**src/rtl/fp12_div.sv**
```systemverilog
// Sequential unsigned fixed-point divider (12-bit, INT_LEN integer bits), radix-2 restoring.
// Define FP12_DIV_ROUND_EN for round-to-nearest (ties up) via one extra guard-bit iteration.
module fp12_div #(
   parameter int INT_LEN = 8
) (
   input  logic        clk,
   input  logic        rst,
   input  logic        in_valid,
   output logic        in_ready,
   input  logic [11:0] dividend,
   input  logic [11:0] divisor,
   output logic        out_valid,
   input  logic        out_ready,
   output logic [11:0] quotient,
   output logic        overflow,
   output logic        div_by_zero
);

   localparam int FRAC = 12 - INT_LEN;
   localparam int ITER = 12 + FRAC;
`ifdef FP12_DIV_ROUND_EN
   localparam int GUARD = 1;
`else
   localparam int GUARD = 0;
`endif
   localparam int NW = ITER + GUARD;
   localparam int CW = $clog2(NW + 1);

   typedef enum logic [1:0] {IDLE, CALC, DONE} state_t;

   state_t          state_q;
   logic [12:0]     rem_q;
   logic [NW-1:0]   num_q;
   logic [NW-1:0]   quo_q;
   logic [11:0]     div_q;
   logic [CW-1:0]   cnt_q;
   logic            dz_q;
   logic            out_valid_q;
   logic [11:0]     quotient_q;
   logic            overflow_q;
   logic            div_by_zero_q;

   logic [12:0]     rem_shift;
   logic            rem_ge;
   logic [12:0]     rem_d;
   logic [NW-1:0]   quo_d;
   logic [ITER:0]   q_full;
   logic            ovf_d;
   logic [11:0]     res_d;

   // NOTE: combinational blocks assign every output first so no latch can be inferred.
   always_comb begin
      rem_shift = {rem_q[11:0], num_q[NW-1]};
      // A set top bit would mean R' already exceeds any 12-bit divisor.
      rem_ge    = rem_q[12] | (rem_shift >= {1'b0, div_q});
      rem_d     = rem_ge ? (rem_shift - {1'b0, div_q}) : rem_shift;
      quo_d     = {quo_q[NW-2:0], rem_ge};
`ifdef FP12_DIV_ROUND_EN
      q_full    = {1'b0, quo_q[NW-1:1]} + {{ITER{1'b0}}, quo_q[0]};
`else
      q_full    = {1'b0, quo_q};
`endif
      ovf_d     = |q_full[ITER:12];
      res_d     = ovf_d ? 12'hFFF : q_full[11:0];
   end

   // NOTE: sequential state uses non-blocking assignments only, so every register
   // samples the pre-edge values regardless of statement order.
   always_ff @(posedge clk) begin
      if (rst) begin
         state_q       <= IDLE;
         rem_q         <= '0;
         num_q         <= '0;
         quo_q         <= '0;
         div_q         <= '0;
         cnt_q         <= '0;
         dz_q          <= 1'b0;
         out_valid_q   <= 1'b0;
         quotient_q    <= '0;
         overflow_q    <= 1'b0;
         div_by_zero_q <= 1'b0;
      end else begin
         case (state_q)
            IDLE: begin
               if (in_valid) begin
                  num_q   <= NW'(dividend) << (NW - 12);
                  div_q   <= divisor;
                  rem_q   <= '0;
                  quo_q   <= '0;
                  cnt_q   <= '0;
                  dz_q    <= (divisor == 12'd0);
                  state_q <= (divisor == 12'd0) ? DONE : CALC;
               end
            end
            CALC: begin
               rem_q <= rem_d;
               quo_q <= quo_d;
               num_q <= num_q << 1;
               if (cnt_q == CW'(NW - 1)) begin
                  state_q <= DONE;
               end else begin
                  cnt_q <= cnt_q + 1'b1;
               end
            end
            DONE: begin
               // First DONE cycle publishes the result; it is then held until consumed.
               if (!out_valid_q) begin
                  out_valid_q   <= 1'b1;
                  quotient_q    <= dz_q ? 12'hFFF : res_d;
                  overflow_q    <= dz_q ? 1'b0 : ovf_d;
                  div_by_zero_q <= dz_q;
               end else if (out_ready) begin
                  out_valid_q <= 1'b0;
                  state_q     <= IDLE;
               end
            end
            default: state_q <= IDLE;
         endcase
      end
   end

   assign in_ready    = (state_q == IDLE);
   assign out_valid   = out_valid_q;
   assign quotient    = quotient_q;
   assign overflow    = overflow_q;
   assign div_by_zero = div_by_zero_q;

endmodule

```
**config.mk**
```make
export PLATFORM = sky130hd
export DESIGN_NAME = fp12_div
export DESIGN_NICKNAME = d
export VERILOG_FILES = /design/src/rtl/fp12_div.sv
export SDC_FILE = /design/constraint.sdc
export NUM_CORES = 1
export LEC_CHECK = 0
export CORE_MARGIN = 8
export CORE_UTILIZATION = 50
export CTS_CLUSTER_DIAMETER = 60
export DETAILED_ROUTE_END_ITERATION = 8
export GPL_TIMING_DRIVEN = 1
export PLACE_DENSITY = 0.73
export SLEW_MARGIN = 25
export SYNTH_ARGS = -nofsm -noshare
export SYNTH_HDL_FRONTEND = slang
export SYNTH_SLANG_ARGS = --single-unit
export TNS_END_PERCENT = 30
```
**constraint.sdc**
```tcl
create_clock -name clk -period 5.1 [get_ports clk]
set_input_delay 0.51 -clock clk [delete_from_list [all_inputs] [get_ports clk]]
set_output_delay 0.51 -clock clk [all_outputs]
set_load 0.01 [all_outputs]
```
After elaboration in Yosys (flattened, before gate mapping)
Index checks and enable logic that the tools add are counted.

storage, ports and cells
  flip-flop bits (word level) = 80
  logic and storage cells = 54
  output and inout port bits = 16

operators by class
  $add $sub $neg = 2
  magnitude comparators = 1
  reductions and logical operators = 9
  multiplexer cells = 21
  equality and inequality tests = 8
  bitwise logic cells = 2

operators by type and width
  kind                                                 number
  one-hot mux 16 bit (2 select lines)                  2
  2-to-1 mux 16 bit                                    2
  2-to-1 mux 13 bit                                    2
  one-hot mux 13 bit (2 select lines)                  1
  2-to-1 mux 12 bit                                    2
  >= comparator 13 x 12 -> 1 bit                       1
  subtractor 13 x 12 -> 13 bit                         1
  logical NOT 12 bit                                   1
  2-to-1 mux 2 bit                                     5
  2-to-1 mux 5 bit                                     2
  != test 2 bit, second input constant                 5
  one-hot mux 5 bit (2 select lines)                   1
  one-hot mux 2 bit (3 select lines)                   1
  AND reduction 2 bit                                  3
  adder 5 x 1 -> 5 bit, second input constant          1
  equality test 5 x 4 -> 1 bit, second input constant  1
  AND reduction 4 bit                                  1
  OR reduction 4 bit                                   1
  2-to-1 mux 1 bit                                     3
  AND reduction 3 bit                                  1
  equality test 2 x 1 -> 1 bit, second input constant  1
  equality test 2 bit, second input constant           1
  logical NOT 2 bit                                    1
  nonzero test 2 bit                                   1
  other kinds (2)                                      2

Logic depth before layout (Yosys ltp)
  depth after elaboration = 4
  gate-level depth with buffers = 9
  depth with buffers taken out = 9

Worst setup path after synthesis
No wires, ideal clock.

  kind = register -> register
  start point = register num_q[15]
  end point = register rem_q[12]
  stages on the path, launching flop included = 10
  setup slack = 2.993 ns
  data arrival time = 1.989 ns
  cells stage by stage = dfxtp_1 > inv_1 > ha_1 > fa_1 > nand2b_1 > a21oi_1 > o31a_1 > a41oi_1 > xor2_1 > a32o_1

between the ends
  longest elaborated chain between the ends = 4

RTL lines
  element                                  line  RTL
  start, declared                          33    logic [NW-1:0] num_q;
  start signal, assigned                   86    num_q <= NW'(dividend) << (NW - 12);
  start signal, assigned                   98    num_q <= num_q << 1;
  >= comparator 13 x 12 -> 1 bit           55    rem_ge = rem_q[12] | (rem_shift >= {1'b0, div_q});
  OR 1 bit                                 55
  2-to-1 mux 13 bit (*)                    56    rem_d = rem_ge ? (rem_shift - {1'b0, div_q}) : rem_shift;
  one-hot mux 13 bit (2 select lines) (*)  83    case (state_q)
  end signal, assigned                     96    rem_q <= rem_d;
  end, declared                            32    logic [12:0] rem_q;

Mark *: on every way between the ends. The rest lies on a longest branch, timed or not.
A chain may end at the register's enable or synchronous reset.

Final worst setup path
Ends and elaborated chain as after synthesis.

==> impl_metrics.env <==
export IMPL_status="completed"
export IMPL_rows=31
export IMPL_nFillCells=635
export IMPL_syn_area_um2=3620
export IMPL_drtIter0Drc=128
export IMPL_yosys_area_share_simple_pct=24.2
export IMPL_worst_hold_path_type="reg2reg"
export IMPL_fp_dieW_um=101
export IMPL_nNetsFinal=519
export IMPL_die_area_um2=10200
export IMPL_initial_core_util_pct=50.7
export IMPL_rr_worst_depth=9
export IMPL_fmax_ghz=0.418
export IMPL_fin_setup_tns_ns=0
export IMPL_cts_root_buf="clkbuf_8"
export IMPL_worst_ir_drop_vdd_mv=0.209
export IMPL_total_power_mw=2.02
export IMPL_place_gp_congestion=0.827
export IMPL_ant_nets=0
export IMPL_r2r_setup_slack_ns=2.71
export IMPL_die_y_um=101
export IMPL_endpoint="rem_q[12]"
export IMPL_synth_compound_area_share_pct=19.3
export IMPL_rsz0062_at_grt="false"
export IMPL_cts_htree_levels=3
export IMPL_ctsResizeCount=0
export IMPL_synth_cell_types=56
export IMPL_routedWlPerCell_um=14.5
export IMPL_vias=3172
export IMPL_grt_pass1_wl_um=14400
export IMPL_synth_adder_area_share_pct=5.40
export IMPL_synth_edf_count=0
export IMPL_dp_slack_ns=2.69
export IMPL_utilization_pct=60.1
export IMPL_diodes=0
export IMPL_cts_made_buffers=9
export IMPL_port_buffers=43
export IMPL_syn_inst=441
export IMPL_drv_slew=0
export IMPL_path_max_fanout=3
export IMPL_ys_seq_elements=76
export IMPL_clock_latency_ns=0.35
export IMPL_crit_path_start="num_q[15]"
export IMPL_crit_arrival_ns=2.63
export IMPL_most_common_layout_cells="dfxtp_1, nor2_1, nand2_1"
export IMPL_dpl_cell_count=564
export IMPL_dp_hpwl_um=5910
export IMPL_cts_setup_buffers=0
export IMPL_final_hold_viol_count=0
export IMPL_cts_tree="yes"
export IMPL_synth_seq_area_share_pct=42.1
export IMPL_maxCapViolations=0
export IMPL_first_pass_iters=4
export IMPL_async_reset_ff_share_pct=0
export IMPL_clkSinkCount=76
export IMPL_routed_wl_um=8390
export IMPL_drive_gt1_share_pct=7.50
export IMPL_start_kind="flop"
export IMPL_p_per_area_nw_per_um2=472
export IMPL_syn_nets=484
export IMPL_skew_ns=0.00795
export IMPL_grt_use_total_pct=17.3
export IMPL_grt_pass1_vias=3119
export IMPL_grt_ovfl_total=0
export IMPL_finalCritPeriodShare_pct=46.9
export IMPL_crit_type="reg2reg"
export IMPL_postCtsHoldBufs=0
export IMPL_stdcell_count=579
export IMPL_antenna_found_initial=0
export IMPL_regToRegStartpoint="num_q[15]"
export IMPL_grt_max_degree=68
export IMPL_ys_flop_type="dfxtp_1"
export IMPL_worst_pin_slew_ns=0.810
export IMPL_period_minus_slack_ns=2.39
export IMPL_final_common_cell="dfxtp_1"
export IMPL_clkTransAtPathRegs_ns=0.08
export IMPL_p_leak_nw=1.65
export IMPL_core_area_um2=7140
export IMPL_setup_violations=0
export IMPL_ioPinCount=44
export IMPL_cp_end_kind="flop"
export IMPL_viasPerCell=5.48
export IMPL_ys_warn_count=0
export IMPL_muxShareOfSynthArea_pct=2.21
export IMPL_drc=0
export IMPL_relSlewSlack_pct=45.8
export IMPL_synth_top_family_by_area="simple AND/OR/NAND/NOR gates"
export IMPL_avgSynthCellArea_um2=8.20
export IMPL_worstPathRequired_ns=5.34
export IMPL_layout_setup_ws_ns=2.71
export IMPL_area_delta_synth_final_pct=18.6
export IMPL_synth_xor_xnor_area_share_pct=1.94
export IMPL_ctsLongestPathBuffers=2
export IMPL_rr_endpoint="rem_q[12]"
-- metrics by stage --
stage,hold WS [ns],cell area [µm²]
after floorplan,0.436,3620
after global placement,0.443,4090
after detailed placement,0.448,4090
after CTS,0.460,4290
after global routing,0.482,4290
final,0.457,4290
-- kinds of logic (layout without fill, tap and decap cells) --
kind of cell / Yosys count / in the layout
simple gates: 193 / 193
compound gates: 100 / 100
flops: 76 / 76
buf+inv: 41 / 80
fa+ha+maj: 15 / 15
xor+xnor: 8 / 8
mux: 8 / 8
-- sequential cells by signal, summed over array words and instances, names as in the netlist --
signal,count
div_q,12
dz_q,1
rem_q,13
div_by_zero,1
quo_q,16
quotient,12
overflow,1
out_valid,1
cnt_q,5
num_q,12
state_q,2
-- where the power goes --
| group | switching [mW] | internal, mW | leakage [nW] |
|---|---|---|---|
| Sequential | 0.0484 | 0.654 | 0.619 |
| Clock | 0.218 | 0.251 | 0.0987 |
| Combinational | 0.490 | 0.363 | 0.931 |
-- routing by layer --
layer | GRT usage [%] | part of all wire, % | up-vias | wire (µm)
met3 | 3.87 | 5.2 | 9 | 439
li1 | - | - | 1608 | -
met5 | 0 | 0 | - | 0
met1 | 21.3 | 46 | 1491 | 3880
met2 | 28.5 | 47 | 64 | 3970
met4 | 6.99 | 1.2 | 0 | 101
-- worst min path at each step --
stage	slack (ns)	endpoint	cells past startpoint	startpoint
5_1_grt	0.48	div_q[7]	2	div_q[7]
6_report	0.46	div_q[6]	2	div_q[6]
3_3_place_gp	0.44	div_q[7]	2	div_q[7]
2_1_floorplan	0.44	div_q[10]	2	div_q[10]
4_1_cts	0.46	div_q[6]	2	div_q[6]
3_5_place_dp	0.45	div_q[2]	2	div_q[2]
-- synthesized netlist by cell type (7+ instances only) --
master | n | share of area (%)
nor3_1 | 18 | 2.5
mux2i_1 | 8 | 2.2
nand2_1 | 67 | 7.0
a311oi_1 | 11 | 2.7
inv_1 | 19 | 2.0
clkbuf_1 | 17 | 1.8
a22oi_1 | 18 | 3.7
a21oi_1 | 31 | 4.3
ha_1 | 14 | 4.8
o21ai_0 | 7 | 0.97
nor2_1 | 75 | 7.8
dfxtp_1 | 76 | 42
-- layout make-up --
cell class,instances,area (µm²),area share [%]
well taps,99,124,2.89
inverters,19,71.3,1.66
repair buffers,46,448,10.4
clock inverters,3,46.3,1.08
clock buffers,12,155,3.62
flip-flops and latches,76,1520,35.5
multi-input cells,324,1920,44.8
-- worst max-delay path, cell delays in order (launching register included) --
cell and delay [ns]:
dfxtp_1 0.33, inv_1 0.06, ha_1 0.22, fa_1 0.41, nand2b_1 0.19, a21oi_1 0.23, o31a_1 0.24, a41oi_1 0.17
xor2_1 0.18, a32o_1 0.26
No activity file was read; power rests on OpenSTA's default activity.
